## src/rtl/fetch_prefetch_buffer.sv

```systemverilog
// Instruction prefetch queue. It issues sequential word fetches to the arbiter's
// instruction port, buffers the returned {addr, data} pairs in a small FIFO for
// the core fetch stage, and handles flush redirects and requests still in flight.
module fetch_prefetch_buffer #(
  parameter int unsigned DEPTH      = 4,
  parameter logic [31:0] RESET_ADDR = 32'h0000_0000
) (
  input  logic        clock,
  input  logic        reset,
  input  logic        flush,
  input  logic [31:0] flush_addr,
  output logic        instr_valid,
  output logic [31:0] instr_data,
  output logic [31:0] instr_addr,
  input  logic        instr_ready,
  output logic        mem_valid,
  output logic        mem_instr,
  output logic [31:0] mem_addr,
  output logic [31:0] mem_wdata,
  output logic [3:0]  mem_wstrb,
  input  logic [31:0] mem_rdata,
  input  logic        mem_ready
);

  localparam int unsigned PW = (DEPTH > 1) ? $clog2(DEPTH) : 1;
  localparam int unsigned CW = PW + 1;
  localparam logic [CW-1:0] DEPTH_C = CW'(DEPTH);

  logic [31:0]   fifo_addr [DEPTH];
  logic [31:0]   fifo_data [DEPTH];
  logic [PW-1:0] wptr, rptr, wptr_next, rptr_next;
  logic [CW-1:0] count, count_next;
  logic [31:0]   fetch_pc, fetch_pc_next;
  logic [31:0]   req_addr, req_addr_next;
  logic          pending, pending_next;
  logic          discard, discard_next;
  logic          head_valid, retire, busy, push, pop, issue;
  logic [31:0]   flush_pc;
  logic          unused_flush_lsb;

  // Word alignment drops the two low bits of the redirect target.
  assign unused_flush_lsb = ^flush_addr[1:0];

  // Next-state: response retirement, FIFO push/pop, flush redirect and issue.
  always_comb begin
    flush_pc   = {flush_addr[31:2], 2'b00};
    head_valid = (count != '0);
    retire     = pending & mem_ready;
    busy       = pending & ~mem_ready;
    // A flush in the same cycle drops the returning word.
    push       = retire & ~discard & ~flush;
    pop        = head_valid & instr_ready & ~flush;

    wptr_next  = wptr + PW'(push);
    if (flush) begin
      count_next = '0;
      rptr_next  = wptr;
    end else begin
      count_next = count + CW'(push) - CW'(pop);
      rptr_next  = rptr + PW'(pop);
    end

    if (flush)     fetch_pc_next = flush_pc;
    else if (push) fetch_pc_next = fetch_pc + 32'd4;
    else           fetch_pc_next = fetch_pc;

    // Only issue when the response is guaranteed a free slot.
    issue        = (~pending | retire) & (count_next < DEPTH_C);
    pending_next = busy | issue;
    // The outstanding address stays put until its mem_ready cycle.
    req_addr_next = busy ? req_addr : fetch_pc_next;

    if (flush & busy) discard_next = 1'b1;
    else if (retire)  discard_next = 1'b0;
    else              discard_next = discard;
  end

  // Outputs: request side mirrors next-state so the arbiter never sees a stale request.
  always_comb begin
    mem_valid   = pending_next & ~reset;
    mem_instr   = mem_valid;
    mem_addr    = mem_valid ? req_addr_next : 32'h0;
    mem_wdata   = 32'h0;
    mem_wstrb   = 4'h0;
    instr_valid = head_valid & ~reset;
    instr_data  = instr_valid ? fifo_data[rptr] : 32'h0;
    instr_addr  = instr_valid ? fifo_addr[rptr] : 32'h0;
  end

  // Control state register with synchronous reset.
  always_ff @(posedge clock) begin
    if (reset) begin
      count    <= '0;
      wptr     <= '0;
      rptr     <= '0;
      pending  <= 1'b0;
      discard  <= 1'b0;
      fetch_pc <= RESET_ADDR;
    end else begin
      count    <= count_next;
      wptr     <= wptr_next;
      rptr     <= rptr_next;
      pending  <= pending_next;
      discard  <= discard_next;
      fetch_pc <= fetch_pc_next;
    end
  end

  // FIFO storage and outstanding-request address; gated by control, not reset.
  always_ff @(posedge clock) begin
    if (push) begin
      fifo_addr[wptr] <= req_addr;
      fifo_data[wptr] <= mem_rdata;
    end
    req_addr <= req_addr_next;
  end

endmodule

```

## config.mk

```make
export PLATFORM = sky130hd
export DESIGN_NAME = fetch_prefetch_buffer
export DESIGN_NICKNAME = d
export VERILOG_FILES = /design/src/rtl/fetch_prefetch_buffer.sv
export SDC_FILE = /design/constraint.sdc
export NUM_CORES = 1
export LEC_CHECK = 0
export BUFFER_PORTS_ARGS = -buffer_cell sky130_fd_sc_hd__buf_2
export CAP_MARGIN = 5
export CORE_UTILIZATION = 44
export CTS_CLUSTER_DIAMETER = 200
export DETAILED_ROUTE_END_ITERATION = 10
export HOLD_SLACK_MARGIN = 0.03
export PLACE_DENSITY = 0.68
export SETUP_SLACK_MARGIN = 0.1
export SLEW_MARGIN = 20
export SYNTH_ARGS = -nofsm -noshare
export SYNTH_HDL_FRONTEND = slang
export SYNTH_SLANG_ARGS = --single-unit
```

## constraint.sdc

```tcl
create_clock -name clock -period 31.8 [get_ports clock]
set_input_delay 9.54 -clock clock [delete_from_list [all_inputs] [get_ports clock]]
set_output_delay 9.54 -clock clock [all_outputs]
set_load 0.01 [all_outputs]
```

==> impl_metrics.csv <==
group,metric,value,unit
logic_synthesis,netlist_area,0.01378,mm²
finish,regArea,0.009156,mm²
critical_path,cp.required,22.26,ns
run_status,status,"finished, final reports clean",
floorplanning,core_area,0.03067,mm²
cts,cts_resized,0,
global_route,grt_max_degree,66,
timing,hold_violations,0,
timing,finalSetupViolCount,0,
critical_path,cp-start-kind,"input port",
finish,fin_nets,1155,
critical_path,crit_family,"buffers and inverters",
finish,layout.cells.non_filler,1505,
cts,cts_setup_buffers,0,
finish,n_antenna_cell,0,
cts,insertion_delay,0.50,ns
logic_synthesis,ys_seq_area_share,66.39,%
logic_synthesis,synth-edff-count,256,
logic_synthesis,synth_top_cell_by_area,"edfxtp_1",
detailed_routing,routed_wl,29.14,mm
critical_path,rrSetupSlack,28.70,ns
critical_path,cp_slowest_stage_delay,0.76,ns
critical_path,end_kind,"primary output",
placement,dpl.hpwl,17.67,mm
detailed_routing,drt-vias-per-instance,5.384,
placement,gp_congestion,0.8268,
flow_run,drv_cap,0,
logic_synthesis,synth-seq-cells,329,
cts,cts_root_buf,"clkbuf_16",
critical_path,path_cells,"buf_2 > nand3b_2 > xnor2_1 > nor2_1 > ha_1 > fa_1 > xor2_1 > xnor2_1 > a21o_1 > inv_1 > nand2_1 > o22ai_1 > buf_2",
detailed_routing,drtIter0Drc,518,
power_and_ir_drop,max-vdd-ir-drop,0.00003362,V
global_route,grt_pass1_vias,8132,
logic_synthesis,synth.most_common_cell,"edfxtp_1",
cts,cts_tree,"done",
timing,worst_pin_slew,1.047,ns
placement,post-place-cells,1440,
detailed_routing,ant_nets,0,
timing,fin_tns_setup,0,ns
power_and_ir_drop,power_density,58.33,mW/mm²
critical_path,arrival,13.20,ns
logic_synthesis,synth_commonest_cells,"edfxtp_1, and2_1, dfxtp_1",
logic_synthesis,synth.avg_cell_area,14.96,µm²
floorplanning,die_area,0.03203,mm²
finish,areaGrowthSynthToFinish,15.76,%
cts,cts_buffers,36,
floorplanning,placementRows,64,
timing,finalCritPeriodShare,71.50,%
hold_path,hp-class,"flip-flop to flip-flop",
logic_synthesis,yosys_warnings,0,
global_route,grtUsageTotal,18.77,%
timing,fin_worst_skew,0.01593,ns
critical_path,r2r_start,"pending$_SDFF_PP0_",
timing,finalMaxSlewViolations,0,
logic_synthesis,syn_inst,921,
logic_synthesis,ys_types,66,
global_route,grt-ovfl-total,0,
cts,htree_levels,2,
placement,port_buffers,165,
finish,multi_input_area,0.004257,mm²
global_route,grt_pass1_wl,45.34,mm
detailed_routing,vias,8103,
cts,cts_sinks,329,
finish,fillCellCount,2589,
floorplanning,die_h,179.0,µm
detailed_routing,dr.pass1.iters,7,
power_and_ir_drop,power.leakage,5.746,nW
global_route,antenna_found_initial,0,
critical_path,crit_fanout,21,
cts,clk_path_buf_depth,3,
logic_synthesis,synth_top_cells_by_area,"edfxtp_1, dfxtp_1, mux4_2",
critical_path,setup.worst_path.start,"mem_ready",
detailed_routing,wl_per_cell,19.36,µm
critical_path,critPathKind,"input port to primary output",
logic_synthesis,async_reset_ff_share,0,%
critical_path,crit_buf_inv,3,
logic_synthesis,ys.flop_type,"edfxtp_1",
cts,postCtsHoldBufs,0,
logic_synthesis,yosys.area.top_type_share,55.79,%
timing,rsz0062_at_grt,"no",
floorplanning,fp.dieW,179.0,µm
finish,drive_gt1_share,28.67,%
hold_path,hp-start,"fetch_pc[1]$_SDFF_PP0_",
cts,clk_pin_slew,0.05,ns
detailed_routing,remaining_drc_errors,0,
timing,slew_headroom,30.20,%
floorplanning,start_util,44.93,%
timing,finalCriticalPeriod,22.74,ns
floorplanning,ios,204,
critical_path,slowest_stage,"a21o_1",
timing,fmax,0.04398,GHz
-- routing by layer --
layer	up-vias	wire length [µm]	global-route usage, %
li1	3778	-	-
met1	4034	12790	25.41
met2	242	14010	31.27
met3	49	1741	2.990
met4	0	598	5.261
met5	-	0	0
-- area by class of cell --
type | count | area share, %
repair buffers | 176 | 5.695
clock buffers | 52 | 6.346
clock inverters | 13 | 0.6040
inverters | 7 | 0.1647
flip-flops and latches | 329 | 57.40
multi-input cells | 532 | 26.68
well taps | 396 | 3.106
-- path summary, 6_finish.rpt --
| path | depth (start not counted) | end |
|---|---|---|
| setup / recovery | 13 | mem_addr[21] |
| hold / removal | 2 | fetch_pc[1]$_SDFF_PP0_ |
| setup reg to reg | 9 | pending$_SDFF_PP0_ |
| hold reg to reg | 2 | fetch_pc[1]$_SDFF_PP0_ |
-- report_power, final --
part	internal (W)	total, W	switching, W
Sequential	0.000478	0.000490	0.0000122
Clock	0.000230	0.000388	0.000158
Combinational	0.0000217	0.0000521	0.0000304
-- cell usage in the layout, fill, tap and decap left out, types with 5 or more instances in the layout --
master | Yosys | routed
nor2_1 | 51 | 48
nand3_1 | 24 | 24
mux2i_1 | 5 | 5
xor2_1 | 12 | 12
and3_1 | 12 | 11
nor4_1 | 10 | 9
and2_1 | 78 | 78
buf_4 | 37 | 11
nand2_1 | 51 | 51
edfxtp_1 | 256 | 256
clkbuf_1 | 30 | 12
mux4_2 | 64 | 64
clkinv_2 | 0 | 6
or3_1 | 5 | 5
nor3_1 | 14 | 14
a31oi_1 | 10 | 10
clkbuf_16 | 0 | 37
a21oi_1 | 27 | 27
dfxtp_1 | 73 | 71
buf_2 | 8 | 165
nor2b_1 | 7 | 6
mux2_2 | 6 | 6
a211oi_1 | 14 | 14
inv_1 | 7 | 7
conb_1 | 1 | 36
nand4_1 | 13 | 13
o21ai_0 | 25 | 25
xnor2_1 | 12 | 12
-- worst register-to-register path, cell delays in order (launching register included) --
cell      delay, ns
dfxtp_1        0.45
nand3b_2       0.40
xnor2_1        0.29
nor2_1         0.06
ha_1           0.22
fa_1           0.38
xor2_1         0.16
xnor2_1        0.17
a21o_1         0.76
inv_1          0.09
-- metrics by stage --
step           worst slack [ns]  hold WS (ns)  cell area, µm²  power (W)  utilization, %
6_report                  9.063        0.4740           15950  0.0009304           52.01
5_1_grt                   8.806        0.5093           15950  0.0009640           52.01
4_1_cts                   9.074        0.4731           15950  0.0009410           52.01
3_5_place_dp              9.102        0.4640           14840  0.0005510           48.40
3_3_place_gp              9.128        0.4455           14840  0.0005491           48.40
2_1_floorplan             9.999        0.4195           13910  0.0005323               -
-- kinds of logic (layout without fill, tap and decap cells) --
group / Yosys count / count (layout) / share of synthesized area, %
adders and majority gates: 4 / 4 / 0.4177
AOI/OAI and AO/OA: 101 / 101 / 4.667
DFF: 329 / 329 / 66.39
buffers and inverters: 95 / 248 / 3.932
muxes: 75 / 75 / 11.31
and+or+nand+nor: 292 / 292 / 11.72
other: 1 / 36 / 0.02721
xor gates and xnor gates: 24 / 24 / 1.525
-- flip-flops by register name, summed over array words and instances, names as in the netlist --
register	flops
fetch_pc	32
rptr	2
fifo_data	128
pending	1
wptr	2
count	3
fifo_addr	128
req_addr	32
discard	1
No activity file was read; power rests on OpenSTA's default activity.
